--- src/rtl/bcd_ascii_streamer.sv ---
// Streams a packed BCD word as ASCII characters, most significant digit first,
// optionally skipping leading zeros. Define BCD_ASCII_STREAMER_NEWLINE_EN to append a '\n' terminator.
//
// state | meaning
// IDLE  | waiting for a BCD word, in_ready high
// EMIT  | presenting digit idx_q on out_char
// TERM  | presenting the newline terminator (newline build only)
module bcd_ascii_streamer #(
   parameter int DIGITS      = 10,
   parameter bit SUPPRESS_LZ = 1'b1
) (
   input  logic                  clk,
   input  logic                  rst,
   input  logic [4*DIGITS-1:0]   in_bcd,
   input  logic                  in_valid,
   output logic                  in_ready,
   output logic [7:0]            out_char,
   output logic                  out_valid,
   input  logic                  out_ready,
   output logic                  out_last
);

   localparam int IW = (DIGITS > 1) ? $clog2(DIGITS) : 1;

   localparam logic [1:0] S_IDLE = 2'd0;
   localparam logic [1:0] S_EMIT = 2'd1;
`ifdef BCD_ASCII_STREAMER_NEWLINE_EN
   localparam logic [1:0] S_TERM = 2'd2;
`endif

   logic [1:0]          state_q, state_d;
   logic [4*DIGITS-1:0] bcd_q, bcd_d;
   logic [IW-1:0]       idx_q, idx_d;
   logic [IW-1:0]       start_idx;
   logic [3:0]          cur_digit;

   // Priority encoder: the last match in the ascending loop is the highest non-zero digit.
   always_comb begin
      start_idx = '0;
      if (SUPPRESS_LZ) begin
         for (int k = 0; k < DIGITS; k++) begin
            if (in_bcd[4*k +: 4] != 4'd0) start_idx = IW'(k);
         end
      end else begin
         start_idx = IW'(DIGITS - 1);
      end
   end

   always_comb begin
      cur_digit = 4'd0;
      for (int k = 0; k < DIGITS; k++) begin
         if (idx_q == IW'(k)) cur_digit = bcd_q[4*k +: 4];
      end
   end

   always_comb begin
      in_ready  = (state_q == S_IDLE) && !rst;
      out_valid = 1'b0;
      out_last  = 1'b0;
      out_char  = 8'h00;
      if (state_q == S_EMIT) begin
         out_valid = 1'b1;
         out_char  = (cur_digit <= 4'd9) ? (8'h30 + {4'h0, cur_digit}) : 8'h3F;
`ifndef BCD_ASCII_STREAMER_NEWLINE_EN
         out_last  = (idx_q == '0);
`endif
      end
`ifdef BCD_ASCII_STREAMER_NEWLINE_EN
      if (state_q == S_TERM) begin
         out_valid = 1'b1;
         out_char  = 8'h0A;
         out_last  = 1'b1;
      end
`endif
   end

   always_comb begin
      state_d = state_q;
      bcd_d   = bcd_q;
      idx_d   = idx_q;
      case (state_q)
         S_IDLE: begin
            if (in_valid) begin
               bcd_d   = in_bcd;
               idx_d   = start_idx;
               state_d = S_EMIT;
            end
         end
         S_EMIT: begin
            if (out_ready) begin
               if (idx_q == '0) begin
`ifdef BCD_ASCII_STREAMER_NEWLINE_EN
                  state_d = S_TERM;
`else
                  state_d = S_IDLE;
`endif
               end else begin
                  idx_d = idx_q - 1'b1;
               end
            end
         end
`ifdef BCD_ASCII_STREAMER_NEWLINE_EN
         S_TERM: begin
            if (out_ready) state_d = S_IDLE;
         end
`endif
         default: state_d = S_IDLE;
      endcase
   end

   always_ff @(posedge clk) begin
      if (rst) begin
         state_q <= S_IDLE;
         bcd_q   <= '0;
         idx_q   <= '0;
      end else begin
         state_q <= state_d;
         bcd_q   <= bcd_d;
         idx_q   <= idx_d;
      end
   end

endmodule
--- config.mk ---
export PLATFORM = sky130hd
export DESIGN_NAME = bcd_ascii_streamer
export DESIGN_NICKNAME = d
export VERILOG_FILES = /design/src/rtl/bcd_ascii_streamer.sv
export SDC_FILE = /design/constraint.sdc
export NUM_CORES = 1
export LEC_CHECK = 0
export ABC_AREA = 1
export ABC_CLOCK_PERIOD_IN_PS = 2400
export BUFFER_PORTS_ARGS = -buffer_cell sky130_fd_sc_hd__buf_2
export CAP_MARGIN = 5
export CORE_UTILIZATION = 54
export DETAILED_ROUTE_END_ITERATION = 10
export PLACE_DENSITY = 0.84
export SLEW_MARGIN = 15
export SYNTH_ARGS = -nofsm -noshare
export SYNTH_HDL_FRONTEND = slang
export SYNTH_SLANG_ARGS = --single-unit
--- constraint.sdc ---
create_clock -name clk -period 2.4 [get_ports clk]
set_clock_uncertainty 0.15 [all_clocks]
set_input_delay 0.48 -clock clk [delete_from_list [all_inputs] [get_ports clk]]
set_output_delay 0.48 -clock clk [all_outputs]
set_load 0.05 [all_outputs]
## Word-level counts from Yosys, hierarchy flattened

Index checks and enable logic that the tools add are counted.
Widths: inputs -> output; s select.

- Bits in registers: 46
- Bits of input ports: 44
- Output and inout port bits: 11

- Add/subtract/negate cells: 2
- Order comparisons: 1
- Equality and inequality tests: 14
- Mux-type cells: 31
- Reductions and logical operators: 17

Operator list:

| cell | number |
|---|---|
| $mux 4 | 21 |
| $reduce_bool 4->1 | 9 |
| $eq 4x3->1 const B | 4 |
| $mux 7 | 2 |
| $eq 4x2->1 const B | 2 |
| $eq 4x4->1 const B | 2 |
| $ne 2x2->1 const B | 4 |
| $pmux 4 s2 | 1 |
| $add 6x4->7 const A | 1 |
| $mux 2 | 3 |
| $eq 4x1->1 const B | 1 |
| $le 4x4->1 const B | 1 |
| $logic_not 4->1 | 1 |
| $pmux 2 s2 | 1 |
| $reduce_and 4->1 | 1 |
| $sub 4x1->4 const B | 1 |
| $mux 1 | 3 |
| $reduce_and 3->1 | 1 |
| $eq 2x1->1 const B | 1 |
| $logic_not 2->1 | 1 |
| $reduce_and 2->1 | 1 |
| $reduce_bool 2->1 | 1 |
| $logic_and 1x1->1 | 1 |
| $logic_not 1->1 | 1 |

## Depth between registers and ports, before layout

- Depth after elaboration: 14
- Depth in mapped cells: 17
- Depth with buffers taken out: 17

## Least setup slack after synthesis

OpenSTA, ideal clock, no wires.

- Path type: flip-flop to output port
- Start point: register idx_q[0]
- End point: output port out_char[0]
- Data arrival time: 2262 ps
- Slack: -492 ps
- Cell stages (with the launch flop): 17
- Path buffers: 0
- Cells stage by stage: dfxtp_1 inv_1 ha_1 inv_1 nor3_2 inv_1 nand2_1 inv_1 nand2_1 nand2_1 nand2_1 nand3_1 nand3_2 nand2_2 nand3_2 nand2_2 a21oi_1

- Cells in the longest elaborated chain, start to end: 14
- Elaborated cells between the ends (all ways): 24
- Classes of those cells: 1 x add/sub; 1 x order compare; 9 x eq/ne; 12 x mux; 1 x reduce/logical

RTL lines:

| element | line | RTL |
|---|---|---|
| from (decl) | 33 | `logic [IW-1:0] idx_q, idx_d;` |
| from (signal assigned) | 119 | `idx_q <= idx_d;` |
| $logic_not 4->1 | 52 | `if (idx_q == IW'(k)) cur_digit = bcd_q[4*k +: 4];` |
| $mux 4 (9 in series) | 52 |  |
| $mux 4 (*) | 52 |  |
| $add 6x4->7 or $le 4x4->1 (tied branches) | 63 | `out_char = (cur_digit <= 4'd9) ? (8'h30 + {4'h0, cur_digit}) : 8'h3F;` |
| $mux 7 (*) | 63 |  |
| $mux 7 (*) | 61 | `if (state_q == S_EMIT) begin` |
| to (decl) | 17 | `output logic [7:0] out_char,` |

Mark *: on every way between the ends. The rest lies on a longest branch, timed or not.

## Worst setup path after layout

- Start point: register idx_q[0]
- End point: output port out_char[1]

The elaborated chain is that of the path after synthesis.

==> flow_summary.json <==
{
  "dieArea_um2": 4890,
  "max-cap-violations": 0,
  "area.growth.synth_to_final_pct": 32.9,
  "pwr_density_cell_nw_per_um2": 641,
  "cts-hold-fix-buffers": 0,
  "max_slew.worst_pin.slew_ps": 493,
  "arrival_ps": 2280,
  "pin_count": 55,
  "yosysWarnings": 0,
  "synthesized_flop_and_latch_total": 45,
  "floorplan.core_area_um2": 4380,
  "detail_route.first_pass.iterations": 4,
  "cts_max_path_buffers": 2,
  "syn-cell-area_um2": 2490,
  "cts.root.buffer_cell": "sky130_fd_sc_hd__clkbuf_8",
  "finalNetCount": 496,
  "netlist_top_cells_count": "sky130_fd_sc_hd__nor2_1 (91), sky130_fd_sc_hd__nand2_1 (59), sky130_fd_sc_hd__o21ai_0 (46), sky130_fd_sc_hd__dfxtp_1 (45), sky130_fd_sc_hd__inv_1 (24)",
  "whs_ps": 239,
  "yosysSeqAreaShare": 0.362,
  "synthCells": 373,
  "wl_um": 6940,
  "first_global_vias": 2339,
  "die_y_um": 69.9,
  "dieWidth_um": 69.9,
  "min_period_over_period": 1.21,
  "rsz0062_at_grt": "yes",
  "crit_path_max_incr_delay_ps": 390,
  "worstPathCellList": "inv_4 > buf_12 > ha_4 > nand2_4 > nand3_2 > nand2_2 > nand3_2 > nand2_1 > nand2_1 > nand2_1 > nand2_2 > nand2_2 > nand2_1 > o21bai_1 > nand2_1 > clkinvlp_4 > buf_8",
  "synth_ff_type": "sky130_fd_sc_hd__dfxtp_1",
  "result_of_the_run": "finished, violations left",
  "vdd.ir_drop.worst_mv": 0.290,
  "drive_gt1_frac": 0.342,
  "final_design_area_no_fill_um2": 3310,
  "critPathMaxFanout": 6,
  "core.rowCount": 24,
  "cts.sink_count": 45,
  "io_buffers": 52,
  "placed_cell_areas_um2": 2970,
  "route.vias.total": 2701,
  "detail-route-antenna-nets": 0,
  "clkSlewWorstSetupHoldPaths_ps": 80,
  "grt_pass1_wl_um": 10500,
  "synthDominantAreaCellType": "sky130_fd_sc_hd__dfxtp_1",
  "worst_path_max_delay_cell": "sky130_fd_sc_hd__dfxtp_4",
  "fmax_mhz": 343,
  "failed_checks": "negative setup slack",
  "hold_viol_final": 0,
  "routabilityCongestion": 0.883,
  "tritoncts_buffer_count": 5,
  "drt-vias-per-instance": 5.41,
  "drt_iter0_markers": 279,
  "period_needed_ps": 2910,
  "synth.most_common_cell": "sky130_fd_sc_hd__nor2_1",
  "ctsHtreeMaxLevel": 2,
  "setup.worst_path.end_class": "primary output",
  "path_buf_inv": 4,
  "critPathKind": "reg2out",
  "endpoints_failing_setup": 4,
  "start_kind": "flip-flop",
  "async_reset_ff_frac": 0,
  "tritoncts": "done",
  "n_fill_cell": 323,
  "grt_start_max_net_pins": 43,
  "postLayoutSetupSlackWorst_ps": -513,
  "ys_top_cells_by_area": "sky130_fd_sc_hd__dfxtp_1 (36%), sky130_fd_sc_hd__nor2_1 (14%), sky130_fd_sc_hd__o21ai_0 (9.2%)",
  "wl_per_cell_um": 13.9,
  "crit_path_frequent_cell": "sky130_fd_sc_hd__nand2_1",
  "grt-ovfl-total": 0,
  "count_of_cell_types_in_the_netlist": 41,
  "crit_family": "simple AND/OR/NAND/NOR gates",
  "initial_utilization": 0.568,
  "antenna_cells_inserted": 0,
  "grtUsageTotal": 0.270,
  "hpwl_um": 4320,
  "crit_required_ps": 1770,
  "antenna_found_initial": 0,
  "synthesis.area_per_instance_um2": 6.68,
  "power.static_leakage_uw": 0.00158,
  "timing.max_slew.rel_slack": 0.668,
  "yosysTopAreaCellShare": 0.362,
  "remaining_drcs": 0,
  "min-delay-path-class": "in2reg",
  "number_of_flops_mapped_to_enable_cells_by_yosys": 0,
  "finalMaxSlewViolations": 0,
  "clk_latency_ps": 300
}
==> final cells by class <==
class | instances | area (um2) | share of cell area
Clock buffer | 7 | 86.3 | 0.0261
Inverter | 36 | 154 | 0.0465
Multi-Input combinational cell | 276 | 1520 | 0.460
Sequential cell | 45 | 913 | 0.276
Tap cell | 52 | 65.1 | 0.0196
Timing Repair Buffer | 83 | 571 | 0.172
==> cells by family (layout without fill, tap and decap cells) <==
| family | Yosys count | in the layout | synth area share |
|---|---|---|---|
| adders and majority gates | 5 | 5 | 0.0251 |
| AOI/OAI and AO/OA | 65 | 65 | 0.142 |
| xor gates and xnor gates | 1 | 1 | 0.00352 |
| other | 1 | 2 | 0.00151 |
| buffers and inverters | 53 | 126 | 0.0919 |
| DFF | 45 | 45 | 0.362 |
| and+or+nand+nor | 203 | 203 | 0.374 |
==> what timing repair did <==
action,in CTS,in global routing
setup buffers,1,9
setup endpoints to repair,4,4
pin swaps,17,14
gates resized for setup,30,17
==> worst register-to-register path, cell delays in order (launching register included) <==
cell and delay (ps):
sky130_fd_sc_hd__dfxtp_1 600, sky130_fd_sc_hd__inv_2 230, sky130_fd_sc_hd__nand2_1 170, sky130_fd_sc_hd__inv_2 60
sky130_fd_sc_hd__a31oi_2 210, sky130_fd_sc_hd__o22ai_1 100, sky130_fd_sc_hd__a221oi_1 290
==> report_power, final <==
group | total, uW | switching (uW) | internal [uW]
registers | 870 | 53.2 | 817
logic | 775 | 454 | 321
clock network | 480 | 251 | 229
==> registers in the layout (all words and copies together), names as in the netlist <==
name / count
bcd_q: 40
idx_q: 4
state_q: 1
==> final timing paths <==
path,end,cells after the start,slack (ps),startpoint
worst max-delay path,out_char[1],17,-510,idx_q[0]
worst min-delay path,idx_q[2],2,240,rst
worst max register to register,idx_q[2],6,490,state_q[0]
worst min register to register,bcd_q[33],2,310,bcd_q[33]
==> cell usage in the layout, fill, tap and decap left out, drive strengths merged <==
cell / instances
nor3b: 1
clkinvlp: 1
nor2: 92
o221a: 1
a31oi: 2
nand3b: 2
nor3: 4
a21oi: 10
nand3: 21
nand2: 66
conb: 2
a221oi: 1
o21bai: 1
dfxtp: 45
and2: 2
a21o: 1
nand4: 2
o41ai: 1
clkbuf: 7
o21ai: 47
inv: 34
xor2: 1
clkinv: 1
nor4: 7
ha: 5
o22ai: 1
or2: 6
buf: 83
==> per-stage QoR <==
| stage | utilization | total power [uW] | setup slack (ps) | TNS, ps | std cells |
|---|---|---|---|---|---|
| 3_3_place_gp | 0.677 | 1490 | -232 | -756 | 483 |
| 6_report | 0.755 | 2120 | -513 | -1850 | 499 |
| 5_1_grt | 0.755 | 2220 | -640 | -2340 | 499 |
| 3_5_place_dp | 0.677 | 1510 | -306 | -1000 | 483 |
| 4_1_cts | 0.725 | 2020 | -453 | -1510 | 491 |
| 2_1_floorplan | - | 1320 | -17.5 | -44.0 | 374 |
==> metal layers <==
layer  wire length (um)  up-vias  GRT usage
li1                   -     1340          -
met1               3020     1223      0.332
met2               3280      120      0.454
met3                445       18     0.0577
met4                205        0      0.116
met5                  0        -          0
Note: power is estimated with default switching activity, not from simulation.
